[src/rtl/led_ctrl_pkg.sv]
// Shared encodings and small helpers for the RGB LED mode controller.
package led_ctrl_pkg;

    localparam logic [2:0] MODE_OFF   = 3'd0;
    localparam logic [2:0] MODE_RED   = 3'd1;
    localparam logic [2:0] MODE_GREEN = 3'd2;
    localparam logic [2:0] MODE_BLUE  = 3'd3;
    localparam logic [2:0] MODE_CYCLE = 3'd4;

    localparam logic [1:0] COL_R = 2'd0;
    localparam logic [1:0] COL_G = 2'd1;
    localparam logic [1:0] COL_B = 2'd2;

    typedef enum logic [2:0] {
        ST_OFF   = MODE_OFF,
        ST_RED   = MODE_RED,
        ST_GREEN = MODE_GREEN,
        ST_BLUE  = MODE_BLUE,
        ST_CYCLE = MODE_CYCLE
    } mode_e;

    function automatic logic [1:0] next_colour(input logic [1:0] col);
        logic [1:0] nxt;
        case (col)
            COL_R:   nxt = COL_G;
            COL_G:   nxt = COL_B;
            default: nxt = COL_R;
        endcase
        return nxt;
    endfunction

    // Returns {red, green, blue} with only the indexed colour driven by 'on'.
    function automatic logic [2:0] colour_rgb(input logic [1:0] col, input logic on);
        logic [2:0] rgb;
        case (col)
            COL_R:   rgb = {on, 1'b0, 1'b0};
            COL_G:   rgb = {1'b0, on, 1'b0};
            COL_B:   rgb = {1'b0, 1'b0, on};
            default: rgb = 3'b000;
        endcase
        return rgb;
    endfunction

endpackage

[src/rtl/button_debounce.sv]
// Debounces one synchronised button level and emits a one-cycle press event
// in the first cycle the debounced level reads high.
module button_debounce #(
    parameter int DEBOUNCE_CYCLES = 500000
) (
    input  logic clock,
    input  logic reset,
    input  logic raw,
    output logic stable,
    output logic press
);

    localparam int CW = (DEBOUNCE_CYCLES > 1) ? $clog2(DEBOUNCE_CYCLES) : 1;
    localparam logic [CW-1:0] CNT_LAST = CW'(DEBOUNCE_CYCLES - 1);

    logic [CW-1:0] cnt_q, cnt_d;
    logic          stable_q, stable_d;
    logic          press_q, press_d;

    // Count how long raw has disagreed with the stable level.
    always_comb begin
        cnt_d    = cnt_q;
        stable_d = stable_q;
        if (raw == stable_q) begin
            cnt_d = '0;
        end else if (cnt_q == CNT_LAST) begin
            stable_d = raw;
            cnt_d    = '0;
        end else begin
            cnt_d = cnt_q + CW'(1);
        end
        press_d = stable_d & ~stable_q;
    end

    // State register with synchronous reset.
    always_ff @(posedge clock) begin
        if (reset) begin
            cnt_q    <= '0;
            stable_q <= 1'b0;
            press_q  <= 1'b0;
        end else begin
            cnt_q    <= cnt_d;
            stable_q <= stable_d;
            press_q  <= press_d;
        end
    end

    assign stable = stable_q;
    assign press  = press_q;

endmodule

[src/rtl/led_mode_controller.sv]
// Button-driven RGB LED sequencer: debounced presses step a mode FSM that
// selects solid, blinking or rotating colour output.
module led_mode_controller
    import led_ctrl_pkg::*;
#(
    parameter int DEBOUNCE_CYCLES = 500000,
    parameter int BLINK_CYCLES    = 25000000
) (
    input  logic       clock,
    input  logic       reset,
    input  logic       push_button0,
    input  logic       push_button1,
    output logic       led_red,
    output logic       led_green,
    output logic       led_blue,
    output logic [2:0] mode
);

    localparam int TW = (BLINK_CYCLES > 1) ? $clog2(BLINK_CYCLES) : 1;
    localparam logic [TW-1:0] TCNT_LAST = TW'(BLINK_CYCLES - 1);

    logic press0_s, press1_s;
    logic stable0_s, stable1_s;
    logic unused_stable_s;

    button_debounce #(.DEBOUNCE_CYCLES(DEBOUNCE_CYCLES)) u_db0 (
        .clock  (clock),
        .reset  (reset),
        .raw    (push_button0),
        .stable (stable0_s),
        .press  (press0_s)
    );

    button_debounce #(.DEBOUNCE_CYCLES(DEBOUNCE_CYCLES)) u_db1 (
        .clock  (clock),
        .reset  (reset),
        .raw    (push_button1),
        .stable (stable1_s),
        .press  (press1_s)
    );

    // The debounced levels themselves are not needed at this level.
    assign unused_stable_s = stable0_s ^ stable1_s;

    mode_e         mode_q, mode_d;
    logic          blink_q, blink_d;
    logic          phase_q, phase_d;
    logic [1:0]    col_q, col_d;
    logic [TW-1:0] tcnt_q, tcnt_d;
    logic [2:0]    led_q, led_d;
    logic          changed_s;
    logic          tick_s;

    // Mode/blink next state, tick generation and LED decode.
    always_comb begin
        mode_d  = mode_q;
        blink_d = blink_q;
        if (press0_s && press1_s) begin
            mode_d  = ST_OFF;
            blink_d = 1'b0;
        end else if (press0_s) begin
            case (mode_q)
                ST_OFF:   mode_d = ST_RED;
                ST_RED:   mode_d = ST_GREEN;
                ST_GREEN: mode_d = ST_BLUE;
                ST_BLUE:  mode_d = ST_CYCLE;
                ST_CYCLE: mode_d = ST_OFF;
                default:  mode_d = ST_RED;
            endcase
        end else if (press1_s) begin
            case (mode_q)
                ST_RED, ST_GREEN, ST_BLUE, ST_CYCLE: blink_d = ~blink_q;
                default:                             blink_d = blink_q;
            endcase
        end else begin
            mode_d  = mode_q;
            blink_d = blink_q;
        end

        // A mode or blink change restarts the tick period and suppresses the tick.
        changed_s = (mode_d != mode_q) || (blink_d != blink_q);
        tick_s    = (tcnt_q == TCNT_LAST) && !changed_s;

        if (changed_s) begin
            tcnt_d  = '0;
            phase_d = 1'b1;
            col_d   = COL_R;
        end else begin
            tcnt_d  = tick_s ? '0 : tcnt_q + TW'(1);
            if (blink_q) begin
                phase_d = tick_s ? ~phase_q : phase_q;
            end else begin
                phase_d = 1'b1;
            end
            if ((mode_q == ST_CYCLE) && tick_s) begin
                col_d = next_colour(col_q);
            end else begin
                col_d = col_q;
            end
        end

        case (mode_q)
            ST_RED:   led_d = colour_rgb(COL_R, phase_q);
            ST_GREEN: led_d = colour_rgb(COL_G, phase_q);
            ST_BLUE:  led_d = colour_rgb(COL_B, phase_q);
            ST_CYCLE: led_d = colour_rgb(col_q, phase_q);
            default:  led_d = 3'b000;
        endcase
    end

    // State and output registers with synchronous reset.
    always_ff @(posedge clock) begin
        if (reset) begin
            mode_q  <= ST_OFF;
            blink_q <= 1'b0;
            phase_q <= 1'b1;
            col_q   <= COL_R;
            tcnt_q  <= '0;
            led_q   <= 3'b000;
        end else begin
            mode_q  <= mode_d;
            blink_q <= blink_d;
            phase_q <= phase_d;
            col_q   <= col_d;
            tcnt_q  <= tcnt_d;
            led_q   <= led_d;
        end
    end

    assign led_red   = led_q[2];
    assign led_green = led_q[1];
    assign led_blue  = led_q[0];
    assign mode      = mode_q;

endmodule

[config.mk]
export PLATFORM = sky130hd
export DESIGN_NAME = led_mode_controller
export DESIGN_NICKNAME = d
export VERILOG_FILES = /design/src/rtl/led_ctrl_pkg.sv /design/src/rtl/button_debounce.sv /design/src/rtl/led_mode_controller.sv
export SDC_FILE = /design/constraint.sdc
export NUM_CORES = 1
export LEC_CHECK = 0
export ABC_AREA = 1
export CAP_MARGIN = 20
export CORE_UTILIZATION = 45
export CTS_CLUSTER_SIZE = 20
export DETAILED_ROUTE_END_ITERATION = 12
export GPL_ROUTABILITY_DRIVEN = 0
export PLACE_DENSITY = 0.69
export RECOVER_POWER = 25
export SYNTH_ARGS = -nofsm -noshare
export SYNTH_HDL_FRONTEND = slang
export SYNTH_SLANG_ARGS = --single-unit
[constraint.sdc]
create_clock -name clock -period 3.4 [get_ports clock]
set_input_delay 0.68 -clock clock [delete_from_list [all_inputs] [get_ports clock]]
set_output_delay 0.68 -clock clock [all_outputs]
set_load 0.01 [all_outputs]
==> run_results.csv, run 1 <==
group,metric,value,unit
clock_tree,clock_latency,0.34,ns
yosys,synth_cell_types,36,
grt,gr-total-overflow,0,
setup_path,critical_path.max_fanout,25,
yosys,ys_ff_latch,77,
min_path,min_from,"tcnt_q[0]",
route,avgRoutedWirePerCell,11.5,µm
yosys,netlist_area,4040,µm²
cells_and_area,most-common-layout-cells,"nand2_1 (128), nor2_1 (84), inv_1 (80)",
yosys,synth-simple-area-share,39.2,%
yosys,synth_fa_ha_area_share,0.929,%
sta,skew,0.00979,ns
sta,hold_violations,0,
grt,grt_util_all_layers,18.3,%
sta,fmax,0.434,GHz
cells_and_area,final_common_cell,"nand2_1",
route,vias,3579,
placed_design,io_buffers,9,
yosys,synth_nets,585,
min_path,worstHoldPathCells,1,
route,drtIter0Drc,125,
yosys,synth_edf_count,0,
cells_and_area,fillCellCount,876,
yosys,synthMuxAreaShare,0,%
yosys,async_flop_share,0,%
sta,min_period_over_period,67.7,%
sta,fin_setup_tns,0,ns
yosys,synthFlopType,"dfxtp_1",
clock_tree,htreeDepth,3,
cells_and_area,fin_cells,706,
power,p_total,1.64,mW
setup_path,arrival,2.51,ns
route,ant_nets,0,
placed_design,dp.cells,690,
placed_design,hpwl,6.08,mm
clock_tree,cts_root_buf,"clkbuf_8",
route,routed_wl,8.12,mm
route,dr.pass1.iters,5,
sta,holdWs,0.464,ns
placed_design,pre_cts_ws,1.00,ns
clock_tree,hold_buffers,0,
setup_path,startpoint,"tcnt_q[0]",
yosys,yosysWarningCount,0,
die,core,8720,µm²
cells_and_area,area_growth,8.52,%
cells_and_area,regArea,1540,µm²
clock_tree,post_cts_resized,0,
flow_run,maxCapViolations,0,
yosys,yosysSeqAreaShare,38.2,%
grt,grt_first_pass_wirelength,14.4,mm
die,start_util,46.3,%
die,die_h,96.7,µm
clock_tree,cts_tree,"done",
yosys,synth_compound_area_share,7.56,%
grt,grt_pass1_vias,3408,
cells_and_area,fin_area,4380,µm²
yosys,avgSynthCellArea,6.99,µm²
power,leakage,1.59,nW
cells_and_area,num-nets-final,600,
setup_path,criticalPathCategory,"flip-flop to flip-flop",
cells_and_area,multi_input_area,2100,µm²
sta,relSlewSlack,67.4,%
route,drc,0,
clock_tree,postCtsSetupBuffers,0,
clock_tree,clk_path_buf_depth,2,
grt,grt_max_degree,26,
yosys,synth-xor-area-share,4.77,%
die,pin_count,10,
die,die_x,96.7,µm
setup_path,cp-end-kind,"flip-flop",
setup_path,r2r_start,"tcnt_q[0]",
yosys,netlist_instances,578,
die,dieArea,9360,µm²
min_path,holdCritPathClass,"flip-flop to flip-flop",
grt,antenna_found_initial,0,
sta,worstMarginPinSlew,0.487,ns
setup_path,cp.required,3.61,ns
sta,timing.final.max_slew_violations,0,
sta,period_minus_slack,2.30,ns
sta,finalSetupViolCount,0,
placed_design,postPlaceCellArea,4200,µm²
power,max-vdd-ir-drop,0.214,mV
cells_and_area,finalCoreUtilization,50.3,%
clock_tree,path_clk_slew,0.07,ns
sta,rsz0062_at_grt,"false",
route,post_drt_via_cell_ratio,5.07,
yosys,synth_top_family_by_area,"simple AND/OR/NAND/NOR gates",
clock_tree,cts.sinks,77,
power,p_per_area,374,nW/µm²
sta,setup_slack,1.10,ns
cells_and_area,diodes,0,
setup_path,cp-start-kind,"flip-flop",
status,status,"finished clean",
setup_path,reg2regPathDepth,8,
clock_tree,cts_made_buffers,9,
cells_and_area,layout-drive-gt1-share,9.53,%
die,row_count,34,
final timing paths:
path	end	slack [ns]
worst max-delay path	tcnt_q[3]	1.10
worst max register to register	tcnt_q[3]	1.10
worst min register to register	tcnt_q[0]	0.46
worst min-delay path	tcnt_q[0]	0.46
critical path, stage by stage (launching register included):
cell and delay [ns]:
dfxtp_1 0.37, ha_1 0.27, nand3_2 0.13, nor2_1 0.37
nand3_1 0.14, nor2_1 0.27, or2_1 0.15, buf_4 0.40
a21oi_1 0.07
power breakdown:
group,switching (mW),internal [mW]
Clock,0.334,0.356
Sequential,0.00474,0.906
Combinational,0.0254,0.0111
Total,0.365,1.27
per-layer routing:
layer / wire length (µm) / track usage (%)
met1: 3870 / 22.4
met2: 3910 / 31.6
met4: 84 / 5.86
met5: 0 / 0
met3: 255 / 4.05
area by class of cell:
| class | instances | area share (%) |
|---|---|---|
| clock buffers | 10 | 3.14 |
| flip-flops and latches | 77 | 35.2 |
| clock inverters | 6 | 1.43 |
| multi-input cells | 412 | 47.8 |
| well taps | 108 | 3.08 |
| inverters | 83 | 7.11 |
| repair buffers | 10 | 2.23 |
Yosys cell counts (all sizes together) (6+ instances only):
cell type  count  area (µm²)
a21oi         36         210
nand3b         7        52.6
dfxtp         77        1540
nand3         33         180
o21ai          9        48.8
inv           82         308
buf            6        68.8
nand2        130         503
nor3          28         145
or2           11        68.8
nand4         26         169
xor2          18         158
nor2          97         437
kinds of logic (layout without fill, tap and decap cells):
| logic type | count (synthesis) | count (layout) |
|---|---|---|
| buf+inv | 89 | 109 |
| fa+ha+maj | 3 | 3 |
| xor+xnor | 22 | 22 |
| flops | 77 | 77 |
| simple gates | 336 | 336 |
| compound gates | 51 | 51 |
state kept, by name, indices dropped and copies added, names as in the netlist:
signal,count
u_db0.press,1
u_db0.stable,1
led_q,3
col_q,2
tcnt_q,25
phase_q,1
u_db1.press,1
u_db1.cnt_q,19
blink_q,1
u_db1.stable,1
u_db0.cnt_q,19
mode,3
Power figures use the tool's default switching activity.
==> inputs of run 2 (changes only) <==
Settings changed: PLACE_DENSITY 0.69 to 0.71.
Clock period 3.4 ns to 1.95 ns, I/O delays scaled along.
==> run 2 against run 1 <==
Against the previous run:
- via count is 1.7% higher
- design area is 2.5% higher
- die area stayed put
- clock-buffer cell count is 2 higher
- sequential power is 75% higher
- global-route usage is 0.39 points higher
- largest power group unchanged
- highest routed layer unchanged
==> run_results.csv, run 2 (synthesis results as in run 1) <==
group,metric,value,unit
status,status,"finished clean",
cells_and_area,most-common-layout-cells,"nand2_1 (128), nor2_1 (81), inv_1 (79)",
placed_design,hpwl,6.22,mm
setup_path,cp_common_cell,"nor2_4",
route,drc,0,
cells_and_area,diodes,0,
route,vias,3640,
clock_tree,clk_path_buf_depth,2,
grt,grt_pass1_vias,3542,
route,avgRoutedWirePerCell,11.5,µm
cells_and_area,num-nets-final,609,
clock_tree,cts_made_buffers,9,
route,ant_nets,0,
clock_tree,cts_tree,"done",
die,core,8720,µm²
flow_run,maxCapViolations,0,
cells_and_area,layout-drive-gt1-share,10.9,%
clock_tree,path_clk_slew,0.07,ns
sta,period_minus_slack,1.77,ns
die,row_count,34,
setup_path,criticalPathCategory,"flip-flop to flip-flop",
sta,hold_violations,0,
clock_tree,htreeDepth,3,
setup_path,cp.required,2.18,ns
cells_and_area,largest_reg_flops,25,
die,pin_count,10,
power,leakage,1.65,nW
setup_path,r2r_start,"tcnt_q[0]",
power,swShare,20.5,%
sta,fin_setup_tns,0,ns
grt,antenna_found_initial,0,
power,pwr-share-clk,44.8,%
route,routed_wl,8.22,mm
setup_path,worst_path_max_delay_cell,"dfxtp_1",
clock_tree,postCtsSetupBuffers,0,
die,start_util,46.3,%
min_path,min_to,"tcnt_q[0]",
setup_path,crit_chain,"ha_1 -> nand3_1 -> nor2_4 -> nand3_2 -> nor2_4 -> or2_1 -> buf_12 -> a21oi_1",
sta,worstMarginPinSlew,0.428,ns
grt,grt_max_degree,26,
grt,gr-total-overflow,0,
setup_path,cpPeakStageDelay,0.37,ns
cells_and_area,area_growth,11.3,%
power,max-vdd-ir-drop,0.349,mV
setup_path,reg2regPathDepth,8,
min_path,min_from,"tcnt_q[0]",
power,p_switching,0.616,mW
cells_and_area,top_register,"tcnt_q",
sta,skew,0.0121,ns
setup_path,arrival,2.00,ns
die,dieArea,9360,µm²
die,die_x,96.7,µm
power,internal_power,2.40,mW
sta,rsz0062_at_grt,"false",
sta,relSlewSlack,71.2,%
sta,finalSetupViolCount,0,
setup_path,cp-start-kind,"flip-flop",
min_path,worstHoldPathCells,1,
cells_and_area,final_common_cell,"nand2_1",
setup_path,r2r_setup_slack,0.18,ns
clock_tree,hold_buffers,0,
grt,grt_first_pass_wirelength,14.6,mm
placed_design,io_buffers,9,
sta,fmax,0.566,GHz
clock_tree,clock_latency,0.35,ns
grt,grt_util_all_layers,18.6,%
cells_and_area,finalCoreUtilization,51.5,%
setup_path,r2r_end,"tcnt_q[4]",
route,dr.pass1.iters,4,
sta,timing.final.max_slew_violations,0,
power,p_per_area,670,nW/µm²
setup_path,cp-end-kind,"flip-flop",
setup_path,critical_path.max_fanout,25,
die,die_h,96.7,µm
cells_and_area,reg_top3,"tcnt_q (25), u_db0.cnt_q (19), u_db1.cnt_q (19)",
route,post_drt_via_cell_ratio,5.09,
min_path,holdCritPathClass,"flip-flop to flip-flop",
sta,min_period_over_period,90.6,%
route,drtIter0Drc,147,
clock_tree,cts_root_buf,"clkbuf_8",
power,seq_power_share,52.7,%
power,pwr-share-comb,2.5,%
clock_tree,cts.sinks,77,
-- run 2: area by class of cell --
| class | count | area, µm² |
|---|---|---|
| Clock buffer | 12 | 155 |
| Tap cell | 108 | 135 |
| Sequential cell | 77 | 1540 |
| Multi-Input combinational cell | 412 | 2110 |
| Clock inverter | 4 | 70.1 |
| Fill cell | 861 | 4230 |
| Timing Repair Buffer | 19 | 166 |
| Inverter | 83 | 312 |
-- run 2: worst max-delay path, delay by kind of cell (launching register included) --
| kind | cells | cell delay (ns) |
|---|---|---|
| compound gates | 1 | 0.06 |
| simple gates | 5 | 0.81 |
| buf+inv | 1 | 0.22 |
| fa+ha+maj | 1 | 0.18 |
| flops | 1 | 0.37 |
-- run 2: how the worst max path moves through the flow --
stage                         startpoint         endpoint  slack [ns]
after CTS                 u_db1.cnt_q[1]  u_db1.cnt_q[18]        0.17
after global routing      u_db1.cnt_q[1]  u_db1.cnt_q[14]        0.02
after floorplan                tcnt_q[0]       tcnt_q[16]        0.31
after global placement      push_button1   u_db1.cnt_q[2]        0.12
after detailed placement    push_button1  u_db1.cnt_q[14]        0.06
final                          tcnt_q[0]        tcnt_q[4]        0.18
-- run 2: routing by layer --
metal	vias to the layer above	track usage (%)	routed length, µm
met5	-	0	0
met4	0	6.77	74
met3	9	4.26	259
met2	50	33.6	4060
met1	1679	21.4	3830
li1	1902	-	-
-- run 2: metrics by stage --
stage / std cells / hold WS, ns / worst slack, ns / instance area [µm²] / total power, mW
after detailed placement: 699 / 0.446 / 0.0649 / 4280 / 1.70
after global routing: 715 / 0.482 / 0.0205 / 4490 / 3.13
after CTS: 715 / 0.466 / 0.174 / 4510 / 3.05
final: 715 / 0.458 / 0.183 / 4490 / 3.01
after global placement: 699 / 0.436 / 0.120 / 4280 / 1.70
after floorplan: 578 / 0.423 / 0.313 / 4040 / 1.68
-- run 2: power groups by stage --
| stage | clock (mW) | sequential, mW | combinational [mW] |
|---|---|---|---|
| finish | 1.35 | 1.59 | 0.0760 |
| global route | 1.45 | 1.59 | 0.0852 |
| CTS | 1.38 | 1.59 | 0.0796 |
| detailed placement | 0 | 1.62 | 0.0795 |
| global placement | 0 | 1.62 | 0.0773 |
| floorplan | 0 | 1.62 | 0.0584 |
-- run 2: repair_timing --
action                                  4_1_cts  5_1_grt
resized for setup                             0        2
hold endpoints to repair                      0        0
endpoints found under the setup margin        0        3
